===== src/rtl/alu_pkg.sv =====
// +----------------------------------------------------------------+
// | alu_pkg : op codes, error codes, states and flag layout        |
// | Rev 1.0                                                         |
// +----------------------------------------------------------------+
`default_nettype none

package alu_pkg;

  typedef enum logic [2:0] {
    OP_ADD = 3'd0,
    OP_SUB = 3'd1,
    OP_AND = 3'd2,
    OP_OR  = 3'd3,
    OP_MUL = 3'd4
  } op_t;

  localparam logic [2:0] ERR_NONE    = 3'd0;
  localparam logic [2:0] ERR_OVF     = 3'd1;
  localparam logic [2:0] ERR_MUL_OVF = 3'd2;
  localparam logic [2:0] ERR_BAD_OP  = 3'd3;

  typedef enum logic [1:0] {
    IDLE = 2'd0,
    EXEC = 2'd1,
    DONE = 2'd2
  } state_t;

  localparam int F_N = 3;
  localparam int F_Z = 2;
  localparam int F_C = 1;
  localparam int F_V = 0;

  function automatic logic [3:0] pack_flags(input logic n, input logic z,
                                            input logic c, input logic v);
    logic [3:0] f;
    f      = '0;
    f[F_N] = n;
    f[F_Z] = z;
    f[F_C] = c;
    f[F_V] = v;
    return f;
  endfunction

endpackage

`default_nettype wire


===== src/rtl/alu_mul_seq.sv =====
// +----------------------------------------------------------------+
// | alu_mul_seq : unsigned shift-add multiplier, one bit per cycle |
// | Rev 1.0                                                         |
// +----------------------------------------------------------------+
`default_nettype none

module alu_mul_seq #(
  parameter int WIDTH = 16
) (
  input  logic               clk,
  input  logic               reset,
  input  logic               start,
  input  logic [WIDTH-1:0]   a,
  input  logic [WIDTH-1:0]   b,
  output logic               busy,
  output logic               done,
  output logic [2*WIDTH-1:0] product
);

  localparam int CNT_W = $clog2(WIDTH + 1);

  logic [2*WIDTH-1:0] r_mcand;
  logic [2*WIDTH-1:0] r_prod;
  logic [WIDTH-1:0]   r_mplier;
  logic [CNT_W-1:0]   r_cnt;
  logic               r_busy;
  logic [2*WIDTH-1:0] w_prod_nxt;

  assign w_prod_nxt = r_mplier[0] ? (r_prod + r_mcand) : r_prod;

  always_ff @(posedge clk or posedge reset) begin
    if (reset) begin
      r_mcand  <= '0;
      r_prod   <= '0;
      r_mplier <= '0;
      r_cnt    <= '0;
      r_busy   <= 1'b0;
    end else if (start) begin
      r_mcand  <= {{WIDTH{1'b0}}, a};
      r_prod   <= '0;
      r_mplier <= b;
      r_cnt    <= CNT_W'(WIDTH);
      r_busy   <= 1'b1;
    end else if (r_busy) begin
      r_prod   <= w_prod_nxt;
      r_mcand  <= r_mcand << 1;
      r_mplier <= r_mplier >> 1;
      r_cnt    <= r_cnt - 1'b1;
      if (r_cnt == CNT_W'(1)) r_busy <= 1'b0;
    end
  end

  // done flags the final iteration; product then already shows its outcome
  assign busy    = r_busy;
  assign done    = r_busy && (r_cnt == CNT_W'(1));
  assign product = r_busy ? w_prod_nxt : r_prod;

endmodule

`default_nettype wire


===== src/rtl/alu_seq.sv =====
// +----------------------------------------------------------------+
// | alu_seq : handshaked registered ALU with N/Z/C/V and error code |
// | Rev 1.0                                                         |
// +----------------------------------------------------------------+
`default_nettype none

module alu_seq
  import alu_pkg::*;
#(
  parameter int WIDTH = 16,
  parameter int OP_W  = 3
) (
  input  logic             clk,
  input  logic             reset,
  input  logic             in_valid,
  output logic             in_ready,
  input  logic [WIDTH-1:0] a,
  input  logic [WIDTH-1:0] b,
  input  logic [OP_W-1:0]  op,
  output logic             out_valid,
  input  logic             out_ready,
  output logic [WIDTH-1:0] result,
  output logic [3:0]       flags,
  output logic [2:0]       error
);

  localparam int MSB = WIDTH - 1;
  localparam logic [OP_W-1:0] c_OP_ADD = OP_W'(OP_ADD);
  localparam logic [OP_W-1:0] c_OP_SUB = OP_W'(OP_SUB);
  localparam logic [OP_W-1:0] c_OP_AND = OP_W'(OP_AND);
  localparam logic [OP_W-1:0] c_OP_OR  = OP_W'(OP_OR);
  localparam logic [OP_W-1:0] c_OP_MUL = OP_W'(OP_MUL);

  state_t             r_state;
  state_t             w_state_nxt;
  logic [WIDTH-1:0]   r_result;
  logic [3:0]         r_flags;
  logic [2:0]         r_error;

  logic               w_accept;
  logic               w_is_mul;
  logic               w_mul_busy;
  logic               w_mul_done;
  logic [2*WIDTH-1:0] w_prod;
  logic               w_mul_ovf;
  logic [WIDTH:0]     w_sum;
  logic [WIDTH:0]     w_diff;
  logic [WIDTH-1:0]   w_res;
  logic               w_c;
  logic               w_v;
  logic [2:0]         w_err;

  assign in_ready  = (r_state == IDLE) && !reset;
  assign out_valid = (r_state == DONE);
  assign result    = r_result;
  assign flags     = r_flags;
  assign error     = r_error;

  assign w_accept  = in_valid && in_ready;
  assign w_is_mul  = (op == c_OP_MUL);

  alu_mul_seq #(.WIDTH(WIDTH)) u_mul (
    .clk     (clk),
    .reset   (reset),
    .start   (w_accept && w_is_mul),
    .a       (a),
    .b       (b),
    .busy    (w_mul_busy),
    .done    (w_mul_done),
    .product (w_prod)
  );

  assign w_mul_ovf = |w_prod[2*WIDTH-1:WIDTH];

  always_ff @(posedge clk or posedge reset) begin
    if (reset) r_state <= IDLE;
    else       r_state <= w_state_nxt;
  end

  always_comb begin
    w_state_nxt = r_state;
    case (r_state)
      IDLE: if (w_accept) w_state_nxt = w_is_mul ? EXEC : DONE;
      // an idle multiplier that never signalled done cannot finish; bail out
      EXEC: begin
        if (w_mul_done)       w_state_nxt = DONE;
        else if (!w_mul_busy) w_state_nxt = IDLE;
      end
      DONE: if (out_ready) w_state_nxt = IDLE;
      default: w_state_nxt = IDLE;
    endcase
  end

  assign w_sum  = {1'b0, a} + {1'b0, b};
  assign w_diff = {1'b0, a} - {1'b0, b};

  always_comb begin
    w_res = '0;
    w_c   = 1'b0;
    w_v   = 1'b0;
    w_err = ERR_NONE;
    case (op)
      c_OP_ADD: begin
        w_res = w_sum[WIDTH-1:0];
        w_c   = w_sum[WIDTH];
        w_v   = (a[MSB] == b[MSB]) && (w_sum[MSB] != a[MSB]);
      end
      c_OP_SUB: begin
        w_res = w_diff[WIDTH-1:0];
        w_c   = w_diff[WIDTH];
        w_v   = (a[MSB] != b[MSB]) && (w_diff[MSB] != a[MSB]);
      end
      c_OP_AND: w_res = a & b;
      c_OP_OR:  w_res = a | b;
      c_OP_MUL: w_res = '0;
      default:  w_err = ERR_BAD_OP;
    endcase
    if (w_v) w_err = ERR_OVF;
  end

  always_ff @(posedge clk or posedge reset) begin
    if (reset) begin
      r_result <= '0;
      r_flags  <= '0;
      r_error  <= ERR_NONE;
    end else if (w_accept && !w_is_mul) begin
      r_result <= w_res;
      r_flags  <= pack_flags(w_res[MSB], w_res == '0, w_c, w_v);
      r_error  <= w_err;
    end else if ((r_state == EXEC) && w_mul_done) begin
      r_result <= w_prod[WIDTH-1:0];
      r_flags  <= pack_flags(w_prod[MSB], w_prod[WIDTH-1:0] == '0, w_mul_ovf, w_mul_ovf);
      r_error  <= w_mul_ovf ? ERR_MUL_OVF : ERR_NONE;
    end
  end

endmodule

`default_nettype wire


===== config.mk =====
export PLATFORM = sky130hd
export DESIGN_NAME = alu_seq
export DESIGN_NICKNAME = d
export VERILOG_FILES = /design/src/rtl/alu_pkg.sv /design/src/rtl/alu_mul_seq.sv /design/src/rtl/alu_seq.sv
export SDC_FILE = /design/constraint.sdc
export NUM_CORES = 1
export LEC_CHECK = 0
export ABC_AREA = 0
export BUFFER_PORTS_ARGS = -buffer_cell sky130_fd_sc_hd__buf_2
export CAP_MARGIN = 20
export CELL_PAD_IN_SITES_DETAIL_PLACEMENT = 1
export CELL_PAD_IN_SITES_GLOBAL_PLACEMENT = 2
export CORE_ASPECT_RATIO = 0.5
export CORE_UTILIZATION = 41
export DETAILED_ROUTE_END_ITERATION = 10
export GPL_TIMING_DRIVEN = 0
export PLACE_DENSITY_LB_ADDON = 0.1
export SETUP_SLACK_MARGIN = 0.5
export SLEW_MARGIN = 20
export SYNTH_ARGS = -nofsm -noshare
export SYNTH_HDL_FRONTEND = slang
export SYNTH_SLANG_ARGS = --single-unit

===== constraint.sdc =====
create_clock -name clk -period 8.7 [get_ports clk]
set_input_delay 0.87 -clock clk [delete_from_list [all_inputs] [get_ports clk]]
set_output_delay 0.87 -clock clk [all_outputs]
set_load 0.01 [all_outputs]

Yosys cells after proc, flatten, opt, wreduce, memory -nomap -nowiden

Cells that the tools add are included.

Add/sub/neg operators: 4
Equal/unequal tests: 14
Mux-type cells: 30
Bitwise operators: 2
Reductions and logical operators: 19

Operators by type and width:

| kind                  | count |
|---|---|
| $mux W32              | 5 |
| $mux W16              | 4 |
| $pmux W16 S4          | 1 |
| $add A32 B32 Y32      | 1 |
| $logic_not A16 Y1     | 2 |
| $add A16 B16 Y17      | 1 |
| $sub A16 B16 Y17      | 1 |
| $and A16 B16 Y16      | 1 |
| $or A16 B16 Y16       | 1 |
| $reduce_or A16 Y1     | 1 |
| $mux W2               | 7 |
| $mux W5               | 2 |
| $mux W3               | 3 |
| $logic_and A1 B1 Y1   | 8 |
| $mux W4               | 2 |
| $eq A3 B2 Y1 const B  | 2 |
| $pmux W2 S3           | 1 |
| $eq A5 B1 Y1 const B  | 1 |
| $reduce_or A5 Y1      | 1 |
| $sub A5 B1 Y5 const B | 1 |
| $pmux W1 S2           | 2 |
| $reduce_bool A2 Y1    | 2 |
| $eq A3 B1 Y1 const B  | 1 |
| $eq A3 B3 Y1 const B  | 1 |
| other kinds (12)      | 17 |

Register bits: 111
Input bits: 39
Output and inout bits: 25
Logic and storage cells: 78

Depth between registers and ports, before layout

Depth in word-level cells: 7
Mapped depth: 14
Gate-level depth less buffers: 14

By module

A second synthesis with hierarchy kept.

Cells, all modules: 1,158
Area total of the unflattened synthesis: 9,486.6 um^2

By module, submodules not included:

| module      | times used | cells an instance | area each (um^2) | sequential area each (um^2) |
|---|---|---|---|---|
| alu_mul_seq | 1          | 647               | 5,746.8          | 2,152.1 |
| alu_seq     | 1          | 511               | 3,739.8          | 575.6 |

Worst setup path before layout

Ideal clock, no wire load.

Path type: input to register
Start point: input port a[0]
End point: register r_flags[2], in the netlist flags[2]
Setup time: 64 ps
Arrival: 3,300 ps
Data required time: 8,636 ps
Slack: 5,336 ps
Stages on the path: 13
Buffers on the path: 0
Cells stage by stage: ha_1 inv_1 fa_1 nand2b_1 a21oi_1 a21oi_1 o31ai_1 nor2_1 or4b_2 o21ai_0 nand2_1 nor3_1 a211o_1

Cells in the longest elaborated chain, start to end: 4
Elaborated cells between the ends (all ways): 7
Classes of those cells: add/sub (2); mux (2); bitwise (2); reduce/logical (1)

Ends and longest elaborated chain:

| element                                        | line           | source |
|---|---|---|
| from (decl)                                    | alu_seq.sv:17  | `input logic [WIDTH-1:0] a,` |
| $sub A16 B16 Y17, or another cell as far along | alu_seq.sv:95  | `assign w_diff = {1'b0, a} - {1'b0, b};` |
| $pmux W16 S4 (*)                               | alu_seq.sv:102 | `case (op)` |
| $logic_not A16 Y1 (*)                          | alu_seq.sv:128 | `r_flags <= pack_flags(w_res[MSB], w_res == '0, w_c, w_v);` |
| $mux W4 (*)                                    | alu_seq.sv:126 | `end else if (w_accept && !w_is_mul) begin` |
| to (signal assigned)                           | alu_seq.sv:128 |  |
| to (signal assigned)                           | alu_seq.sv:132 | `r_flags <= pack_flags(w_prod[MSB], w_prod[WIDTH-1:0] == '0, w_mul_ovf, w_mul_ovf);` |
| to (decl)                                      | alu_seq.sv:37  | `logic [3:0] r_flags;` |

Every way passes the cells marked *; elsewhere a longest branch is shown, timed or not.
A chain may end at the register's enable or synchronous reset.

Final worst setup path

Start point: input port a[2]
End point: register r_flags[2], in the netlist flags[2]

The elaborated chain is that of the path after synthesis.

==> out/metrics.yaml <==
status:
  status: "finished, final reports clean"
floorplanning:
  rows: 38
  start_util_pct: 42.13
  die_x_um: 214.0
  io_pins: 64
  dieArea_mm2: 0.02311
  dieHeight_um: 108
  core_mm2: 0.02187
placement:
  dp_hpwl_um: 25570
  port-buffer-count: 60
  place_area_mm2: 0.009922
  routabilityCongestion: 0.8878
synthesis:
  ys_ff_latch: 109
  async_flop_share_pct: 100.0
  synth-seq-area-share_pct: 29.60
  avgSynthCellArea_um2: 8.161
  yosysWarnings: 0
  syn_nets: 1254
  synth-main-ff-cell: "dfrtp_1"
  syn_inst: 1129
  synth_area_mm2: 0.009214
  yosysUniqueCellTypes: 76
  synth-edff-count: 0
cells_and_area:
  layout_commonest_cell: "nor2_1"
  final_layout_size_suffix_gt1_share_pct: 9.295
  final_nets: 1326
  nFillCells: 2718
  n_antenna_cell: 0
  fin_util_pct: 46.71
  design_area_mm2: 0.01022
  syn_to_final_growth_pct: 10.88
  final_cell_mix: "nor2_1 (150), a21oi_1 (137), dfrtp_1 (109), ha_1 (83), nand2_1 (75)"
sta:
  period_needed_ns: 3.942
  clock_skew_ns: 0.01428
  setup_viol: 0
  finalHoldViolations: 0
  slew_headroom_pct: 38.08
  fin_crit_sh_pct: 45.32
  rsz0062_at_grt: "no"
  fmax_mhz: 253.7
  fin_tns_setup_ns: 0
  timing_worst_slew_pin_value_ns: 0.9287
  final_max_slew_viol_count: 0
cts:
  clk_latency_ns: 0.37
  cts.clk_slew.worst_paths_ns: 0.08
  h-tree-depth: 3
  post_cts_buffers: 0
  cts_tree: "done"
  clk_path_buf_depth: 2
  clockRootBuffer: "clkbuf_16"
  postCtsHoldBufs: 0
  cts_resized: 0
  clkSinkCount: 109
  numCtsBuffers: 9
worst_setup_path:
  reg2reg_from: "u_mul.r_mcand[12]"
  cp_num_buf_inv: 3
  critPathTopFamily: "compound AO/OA/AOI/OAI gates"
  cpPeakStageDelay_ns: 0.44
  crit_type: "primary input to flip-flop"
  crit_path_start_kind: "primary input"
  crit_fanout: 8
  crit_path_frequent_cell: "a21oi_1"
  crit_path_start: "a[2]"
  crit_required_ns: 8.96
  arrival_ns: 4.21
  crit_chain: "buf_2, inv_1, ha_1, clkbuf_1, or3_1, a31o_2, a211oi_1, o21ai_0, a21boi_0, o311a_1, a21oi_1, a21oi_1, a21oi_1, a211o_1"
  critPathCaptureType: "flip-flop"
  slowest_stage: "a211oi_1"
grt:
  antenna_found_initial: 0
  grt_first_pass_wirelength_um: 49820
  first_global_vias: 8961
  grt_max_degree: 60
  overflow: 0
  grt.total_usage_pct: 27.94
worst_hold_path:
  hp-start: "r_state[1]"
  hold_class: "flip-flop to flip-flop"
route:
  ant_nets: 0
  wl_um: 32070
  vias_per_cell: 5.854
  drc: 0
  drtIter0Drc: 612
  routedWlPerCell_um: 21.31
  first_pass_iters: 5
  route.vias.total: 8811
power_and_ir_drop:
  vdd_drop_max_mv: 0.1454
  power.density_mw_per_mm2: 313.6
  cellLeakagePower_nw: 4.824
job:
  maxCapViolations: 0
==> through the flow <==
stage          std cells  hold WS, ns  total power, mW  setup slack [ns]
6_report            1505       0.5068            3.204             4.758
5_1_grt             1505       0.5257            3.443             4.428
2_1_floorplan       1129       0.4500            2.198             4.956
4_1_cts             1505       0.5024            3.204             4.692
3_3_place_gp        1489       0.4721            2.681             3.484
3_5_place_dp        1490       0.4945            2.758             4.320
==> synthesized netlist by cell type, drive strengths merged, types with 5 or more instances <==
cell type | n | area, um^2
a21oi | 139 | 703.2
o221ai | 5 | 43.79
o21a | 7 | 52.55
inv | 74 | 277.8
nand4 | 12 | 75.07
or3 | 9 | 56.30
a31oi | 5 | 31.28
nor2 | 150 | 563.0
buf | 13 | 71.31
and4 | 7 | 61.31
ha | 83 | 1039
clkbuf | 49 | 183.9
and3 | 14 | 87.58
xnor2 | 24 | 210.2
nor3 | 23 | 120.1
o31ai | 9 | 67.56
nand3 | 22 | 110.1
a221oi | 16 | 140.1
a21o | 19 | 142.6
o21ai | 50 | 257.8
xor2 | 8 | 70.07
a31o | 5 | 43.79
o211ai | 10 | 75.07
a221o | 7 | 70.07
a211oi | 19 | 142.6
and2 | 9 | 56.30
nand2b | 15 | 93.84
mux2i | 61 | 610.6
dfrtp | 109 | 2728
nand2 | 75 | 281.5
o22ai | 6 | 37.54
o21bai | 10 | 75.07
==> metal layers <==
layer  GRT usage, %  routed length (um)  vias to the layer above  share of wire [%]
met5              0                   0                        -                  0
met4          5.344                 317                        0               0.99
met3          3.657                1230                       22                3.8
met2          48.63               15240                      167                 48
met1          37.52               15280                     4423                 48
li1               -                   -                     4199                  -
==> layout make-up <==
type	count	area [um^2]	area share [%]
inverters	74	282.8	2.768
well taps	300	375.4	3.674
clock inverters	6	68.82	0.6736
flip-flops and latches	109	2728	26.70
repair buffers	61	327.8	3.209
multi-input cells	884	5953	58.27
clock buffers	9	225.2	2.205
plain buffers	62	255.2	2.498
==> logic make-up after synthesis <==
logic type                 count (synthesis)  synth area share [%]
AOI/OAI and AO/OA                        339                 23.71
xor gates and xnor gates                  32                 3.042
adders and majority gates                 86                 11.92
buffers and inverters                    136                 5.785
DFF                                      109                 29.60
muxes                                     64                 7.116
other                                      1               0.04070
and+or+nand+nor                          362                 18.78
==> state kept, by name, indices dropped and copies added, names as in the netlist <==
name / cells
u_mul.r_cnt: 5
u_mul.r_prod: 32
u_mul.r_mcand: 32
result: 16
u_mul.r_mplier: 16
flags: 3
error: 2
r_state: 2
u_mul.busy: 1
==> path summary, 6_finish.rpt <==
check | slack [ns] | end | cells past startpoint
setup / recovery | 4.76 | flags[2] | 14
hold / removal | 0.51 | r_state[0] | 1
setup reg to reg | 4.77 | flags[1] | 12
hold reg to reg | 0.51 | r_state[0] | 1
max in group asynchronous | 7.44 | u_mul.r_prod[17] | 3
min in group asynchronous | 0.56 | u_mul.r_prod[9] | 2
==> power by group <==
group	internal, mW	leakage (nW)	switching (mW)
combinational	0.723	3.31	1.17
clock	0.225	0.148	0.208
sequential	0.712	1.36	0.168
total	1.66	4.82	1.54
Power figures use the tool's default switching activity.
